--- src/rtl/fetch_if.sv ---
// Instruction-memory request/ready bus between the fetch stage and imem.
interface fetch_if;
    logic        imem_req;
    logic [31:0] imem_addr;
    logic        imem_ready;
    logic [31:0] imem_rdata;

    modport master (
        output imem_req,
        output imem_addr,
        input  imem_ready,
        input  imem_rdata
    );

    modport slave (
        input  imem_req,
        input  imem_addr,
        output imem_ready,
        output imem_rdata
    );
endinterface

--- src/rtl/fetch.sv ---
// Instruction-fetch stage: owns the PC and IF/ID register, issues imem
// requests, parks a fetched word in a one-entry buffer while stalled, and
// handles decode redirects (including ones that arrive mid-request).
module fetch #(
    parameter logic [31:0] RESET_PC  = 32'h0000_0000,
    parameter logic [31:0] NOP_INSTR = 32'h0000_0013
) (
    input  logic        clock,
    input  logic        reset,
    input  logic        pc_enable,
    input  logic        if_id_enable,
    input  logic        branch_taken,
    input  logic [31:0] pc_branch_value,
    fetch_if.master     imem,
    output logic [31:0] instruction,
    output logic [31:0] pc,
    output logic        valid_out
);

    typedef enum logic [1:0] {
        S_IDLE  = 2'd0,
        S_FETCH = 2'd1,
        S_HOLD  = 2'd2
    } state_t;

    state_t      r_state;
    logic [31:0] r_pc;
    logic [31:0] r_tgt;        // redirect target waiting for the stale response
    logic        r_pend;
    logic [31:0] r_buf_instr;
    logic [31:0] r_buf_pc;
    logic [31:0] r_instr;
    logic [31:0] r_ifid_pc;
    logic        r_valid;

    logic        w_adv;
    logic        w_xfer;
    logic [31:0] w_target;

    assign w_adv    = pc_enable && if_id_enable;
    assign w_xfer   = (r_state == S_FETCH) && imem.imem_ready;
    // Redirect targets are forced word aligned.
    assign w_target = pc_branch_value & 32'hFFFF_FFFC;

    // The request is held for the whole FETCH state, so req/addr can only
    // change after a transfer; an outstanding request is never withdrawn.
    assign imem.imem_req  = (r_state == S_FETCH);
    assign imem.imem_addr = r_pc;

    assign instruction = r_instr;
    assign pc          = r_ifid_pc;
    assign valid_out   = r_valid;

    // PC, state, buffer, pending redirect and IF/ID register update.
    always_ff @(posedge clock or negedge reset) begin
        if (!reset) begin
            r_state     <= S_IDLE;
            r_pc        <= RESET_PC;
            r_tgt       <= 32'h0;
            r_pend      <= 1'b0;
            r_buf_instr <= NOP_INSTR;
            r_buf_pc    <= 32'h0;
            r_instr     <= NOP_INSTR;
            r_ifid_pc   <= 32'h0;
            r_valid     <= 1'b0;
        end else begin
            case (r_state)
                S_IDLE: begin
                    r_state <= S_FETCH;
                    if (branch_taken) begin
                        r_pc    <= w_target;
                        r_instr <= NOP_INSTR;
                        r_valid <= 1'b0;
                    end
                end

                S_FETCH: begin
                    if (w_xfer) begin
                        if (branch_taken) begin
                            // Redirect wins: the returned word is wrong-path.
                            r_pc    <= w_target;
                            r_pend  <= 1'b0;
                            r_instr <= NOP_INSTR;
                            r_valid <= 1'b0;
                        end else if (r_pend) begin
                            // Stale response for a pre-redirect request.
                            r_pc   <= r_tgt;
                            r_pend <= 1'b0;
                            if (if_id_enable) begin
                                r_instr <= NOP_INSTR;
                                r_valid <= 1'b0;
                            end
                        end else if (w_adv) begin
                            r_instr   <= imem.imem_rdata;
                            r_ifid_pc <= r_pc;
                            r_valid   <= 1'b1;
                            r_pc      <= r_pc + 32'd4;
                        end else begin
                            r_buf_instr <= imem.imem_rdata;
                            r_buf_pc    <= r_pc;
                            r_state     <= S_HOLD;
                        end
                    end else begin
                        if (branch_taken) begin
                            // Request must stay stable, so remember the target.
                            r_tgt   <= w_target;
                            r_pend  <= 1'b1;
                            r_instr <= NOP_INSTR;
                            r_valid <= 1'b0;
                        end else if (if_id_enable) begin
                            r_instr <= NOP_INSTR;
                            r_valid <= 1'b0;
                        end
                    end
                end

                S_HOLD: begin
                    if (branch_taken) begin
                        r_pc    <= w_target;
                        r_state <= S_FETCH;
                        r_instr <= NOP_INSTR;
                        r_valid <= 1'b0;
                    end else if (w_adv) begin
                        r_instr   <= r_buf_instr;
                        r_ifid_pc <= r_buf_pc;
                        r_valid   <= 1'b1;
                        r_pc      <= r_pc + 32'd4;
                        r_state   <= S_FETCH;
                    end
                end

                default: r_state <= S_IDLE;
            endcase
        end
    end

endmodule

--- src/flat_wrapper.sv ---
// flat-port wrapper written by rule: the top's interface ports become plain ports
module fetch_flat 
#(
    parameter logic [31:0] RESET_PC  = 32'h0000_0000,
    parameter logic [31:0] NOP_INSTR = 32'h0000_0013
)
  (clock, reset, pc_enable, if_id_enable, branch_taken, pc_branch_value, instruction, pc, valid_out, imem_imem_req, imem_imem_addr, imem_imem_ready, imem_imem_rdata);
  fetch_if imem_i ();
  input  logic clock;
  input  logic reset;
  input  logic pc_enable;
  input  logic if_id_enable;
  input  logic branch_taken;
  input  logic [31:0] pc_branch_value;
  output logic [31:0] instruction;
  output logic [31:0] pc;
  output logic valid_out;
  output wire logic [$bits(imem_i.imem_req)-1:0] imem_imem_req;
  output wire logic [$bits(imem_i.imem_addr)-1:0] imem_imem_addr;
  input wire logic [$bits(imem_i.imem_ready)-1:0] imem_imem_ready;
  input wire logic [$bits(imem_i.imem_rdata)-1:0] imem_imem_rdata;
  assign imem_imem_req = imem_i.imem_req;
  assign imem_imem_addr = imem_i.imem_addr;
  assign imem_i.imem_ready = imem_imem_ready;
  assign imem_i.imem_rdata = imem_imem_rdata;
  fetch #(.RESET_PC(RESET_PC), .NOP_INSTR(NOP_INSTR)) u_core (.clock(clock), .reset(reset), .pc_enable(pc_enable), .if_id_enable(if_id_enable), .branch_taken(branch_taken), .pc_branch_value(pc_branch_value), .imem(imem_i), .instruction(instruction), .pc(pc), .valid_out(valid_out));
endmodule
--- config.mk ---
export PLATFORM = sky130hd
export DESIGN_NAME = fetch_flat
export DESIGN_NICKNAME = d
export VERILOG_FILES = /design/src/rtl/fetch_if.sv /design/src/rtl/fetch.sv /design/src/flat_wrapper.sv
export SDC_FILE = /design/constraint.sdc
export NUM_CORES = 1
export LEC_CHECK = 0
export ABC_CLOCK_PERIOD_IN_PS = 6000
export BUFFER_PORTS_ARGS = -buffer_cell sky130_fd_sc_hd__buf_2
export CORE_MARGIN = 3
export CORE_UTILIZATION = 30
export CTS_BUF_LIST = sky130_fd_sc_hd__clkbuf_8
export DETAILED_ROUTE_END_ITERATION = 16
export GPL_TIMING_DRIVEN = 0
export PLACE_DENSITY = 0.57
export SLEW_MARGIN = 30
export SYNTH_ARGS = -nofsm -noshare
export SYNTH_HDL_FRONTEND = slang
export SYNTH_SLANG_ARGS = --single-unit
--- constraint.sdc ---
create_clock -name clock -period 6 [get_ports clock]
set_clock_uncertainty 0.2 [all_clocks]
set_input_delay 0.9 -clock clock [delete_from_list [all_inputs] [get_ports clock]]
set_output_delay 0.9 -clock clock [all_outputs]
set_load 0.02 [all_outputs]
==> impl_metrics.yaml <==
sta:
  finalCriticalPeriod_ps: 3555
  hold_viol: 0
  relSlewSlack: 0.4275
  setup_viol: 0
  clock.fmax_ghz: 0.2813
  period_share: 0.5926
  rsz0062_at_grt: "false"
  slew_violations: 0
  worst_slew_pin_slew_ps: 858.8
  holdWs_ps: 130.5
  setup_tns_ps: 0
  setup_slack_ps: 2445
worst_setup_path:
  critical_path_class: "register to register"
  crit_slowest_cell: "o21ai_1"
  crit_top_cell: "clkbuf_1"
  critPathRequiredTime_ps: 6160
  end_kind: "register"
  worstPathArrival_ps: 3720
  crit_path_max_fanout: 10
  cp-start-kind: "register"
  cp_cell_sequence: "inv_1 > ha_1 > clkbuf_1 > nor2b_1 > clkbuf_1 > a21oi_1 > o21ai_1 > nor2_1 > clkbuf_1 > clkbuf_1 > a22o_1"
  cpPeakStageDelay_ps: 540
worst_hold_path:
  hp-class: "input pin to async pin"
global_routing:
  track_usage: 0.1855
  grt-ovfl-total: 0
  grt_max_degree: 82
  grt_pass1_vias: 8432
  grt_antenna_before_repair: 6
  grt_first_pass_wirelength_mm: 50.73
cells_and_area:
  drive_gt1_frac: 0.2596
  antenna_cells: 0
  area_growth_pct: 19.20
  final_nets: 1264
power:
  fin_total_pwr_mw: 6.345
  p_leak_nw: 5.011
  ir_worst_vdd_mv: 0.2235
  power_density_nw_per_um2: 539.2
placed_design:
  globalplace.congestion: 0.9079
  dp_hpwl_mm: 23.74
  io_buffers: 160
  dpl_worst_slack_ps: 2302
status:
  status: "completed"
cts:
  holdBufCountCts: 0
  ctsHtreeMaxLevel: 4
  cts_tree: "yes"
  cts_sinks: 188
  cts.root.buffer_cell: "clkbuf_8"
  clock_latency_ps: 480
  cts_setup_buffers: 0
  cts_made_buffers: 17
  cts_resized: 0
  clkSlewWorstSetupHoldPaths_ps: 100
  cts_max_path_buffers: 2
synthesis:
  synth.distinct_cells: 58
  synth_edf_count: 0
  yosysTopAreaCell: "dfrtp_1"
  synth_cells: 1005
  syn-cell-area_um2: 9871
  synth_flop_cell: "dfrtp_1"
  postSynthAreaPerCell_um2: 9.822
  yosysSeqAreaShare: 0.4774
  synth_top_area_share: 0.4614
  synth_area_leaders: "dfrtp_1 46%, mux2_2 10%, o21ai_0 6.6%"
  synth_async_sr_flop_share: 1.000
  synth-seq-cells: 188
  yosys_warnings: 0
routing:
  wl_per_cell_um: 20.19
  dr.pass1.iters: 7
  ant_nets: 0
  route.final.wire_length_mm: 33.06
  num_vias: 8735
  drtIter0Drc: 793
  drc: 0
  viasPerCell: 5.336
floorplanning:
  die_w_um: 187.4
  dieArea_um2: 35120
  die_h_um: 187.4
  start_util: 0.3088
  rows: 65
  pin_count: 168
  core_um2: 31960
run:
  max_cap_viol_count: 0
metrics by stage:
step | std cells | util | instance area [µm²]
3_5_place_dp | 1605 | 0.3537 | 11300
3_3_place_gp | 1603 | 0.3513 | 11230
6_report | 1637 | 0.3681 | 11770
2_1_floorplan | 1008 | - | 9882
5_1_grt | 1637 | 0.3681 | 11770
4_1_cts | 1637 | 0.3681 | 11770
cells in the mapped netlist (all sizes together), types with 16 or more instances:
cell,instances
a21oi,83
nand2,101
mux2i,32
mux2,90
nand3,22
o221ai,16
o21ai,131
a22o,31
nor3b,29
clkbuf,73
dfrtp,182
nor2,37
nor3,16
state kept, by name, summed over array words and instances (netlist names), 2 cells and up:
name / flops
u_core.r_buf_pc: 30
u_core.r_tgt: 30
u_core.imem.imem_addr: 30
u_core.r_state: 2
u_core.r_buf_instr: 32
u_core.instruction: 32
u_core.pc: 30
area by class of cell:
class,count,area (µm²)
Timing Repair Buffer,162,865.8
Tap cell,435,544.3
Inverter,10,37.54
Clock buffer,18,247.7
Buffer,88,394.1
Sequential cell,188,4712
Multi-Input combinational cell,722,4750
Clock inverter,14,215.2
Fill cell,3229,20200
power breakdown:
part,switching [mW],internal [mW]
combinational,1.95,1.12
sequential,0.434,1.83
clock,0.494,0.510
cell families after synthesis:
kind of cell | Yosys count | share of synthesized area
AOI/OAI and AO/OA | 314 | 0.1898
buffers and inverters | 98 | 0.04373
DFF | 188 | 0.4774
and+or+nand+nor | 259 | 0.1313
adders and majority gates | 5 | 0.006338
muxes | 122 | 0.1351
other | 1 | 0.0003799
xor gates and xnor gates | 18 | 0.01597
placed cells by master (no fill, tap or decap), types with 7 or more instances in the layout:
master	count
o22ai_1	15
a22o_1	30
nor3_1	14
nand2_1	101
clkbuf_8	18
a21oi_1	83
nor2b_1	7
buf_2	161
xor2_1	7
dfrtp_1	182
mux2i_1	32
inv_1	12
nor3b_1	29
nand4_1	12
a31oi_1	9
o21ai_0	130
nand2b_1	7
nor2_1	37
o221ai_1	16
clkbuf_1	72
nand3_1	22
xnor2_1	11
mux2_2	90
metal layers:
layer | track usage | vias to the layer above | wire length (µm)
li1 | - | 4013 | -
met2 | 0.2847 | 340 | 14910
met1 | 0.2594 | 4330 | 14950
met5 | 0 | - | 65
met4 | 0.05195 | 12 | 607
met3 | 0.04835 | 40 | 2524
final timing paths:
path	from	to	slack, ps	cells after the start
max in group asynchronous	reset	u_core.r_buf_instr[1]	4650	2
hold / removal	reset	u_core.pc[11]	130	1
setup reg to reg	u_core.r_state[0]	u_core.instruction[2]	2440	11
setup / recovery	u_core.r_state[0]	u_core.instruction[2]	2440	11
hold reg to reg	u_core.pc[20]	u_core.pc[20]	280	2
min in group clock	u_core.pc[20]	u_core.pc[20]	280	2
critical path: cells and delay by family (launching register included):
kind / cells / cell delay (ps)
AO/OA/AOI/OAI: 3 / 870
adder cells (fa/ha/maj): 1 / 140
buffers and inverters: 5 / 1490
flip-flops: 1 / 430
AND/OR/NAND/NOR: 2 / 310
Note: power is estimated with default switching activity, not from simulation.
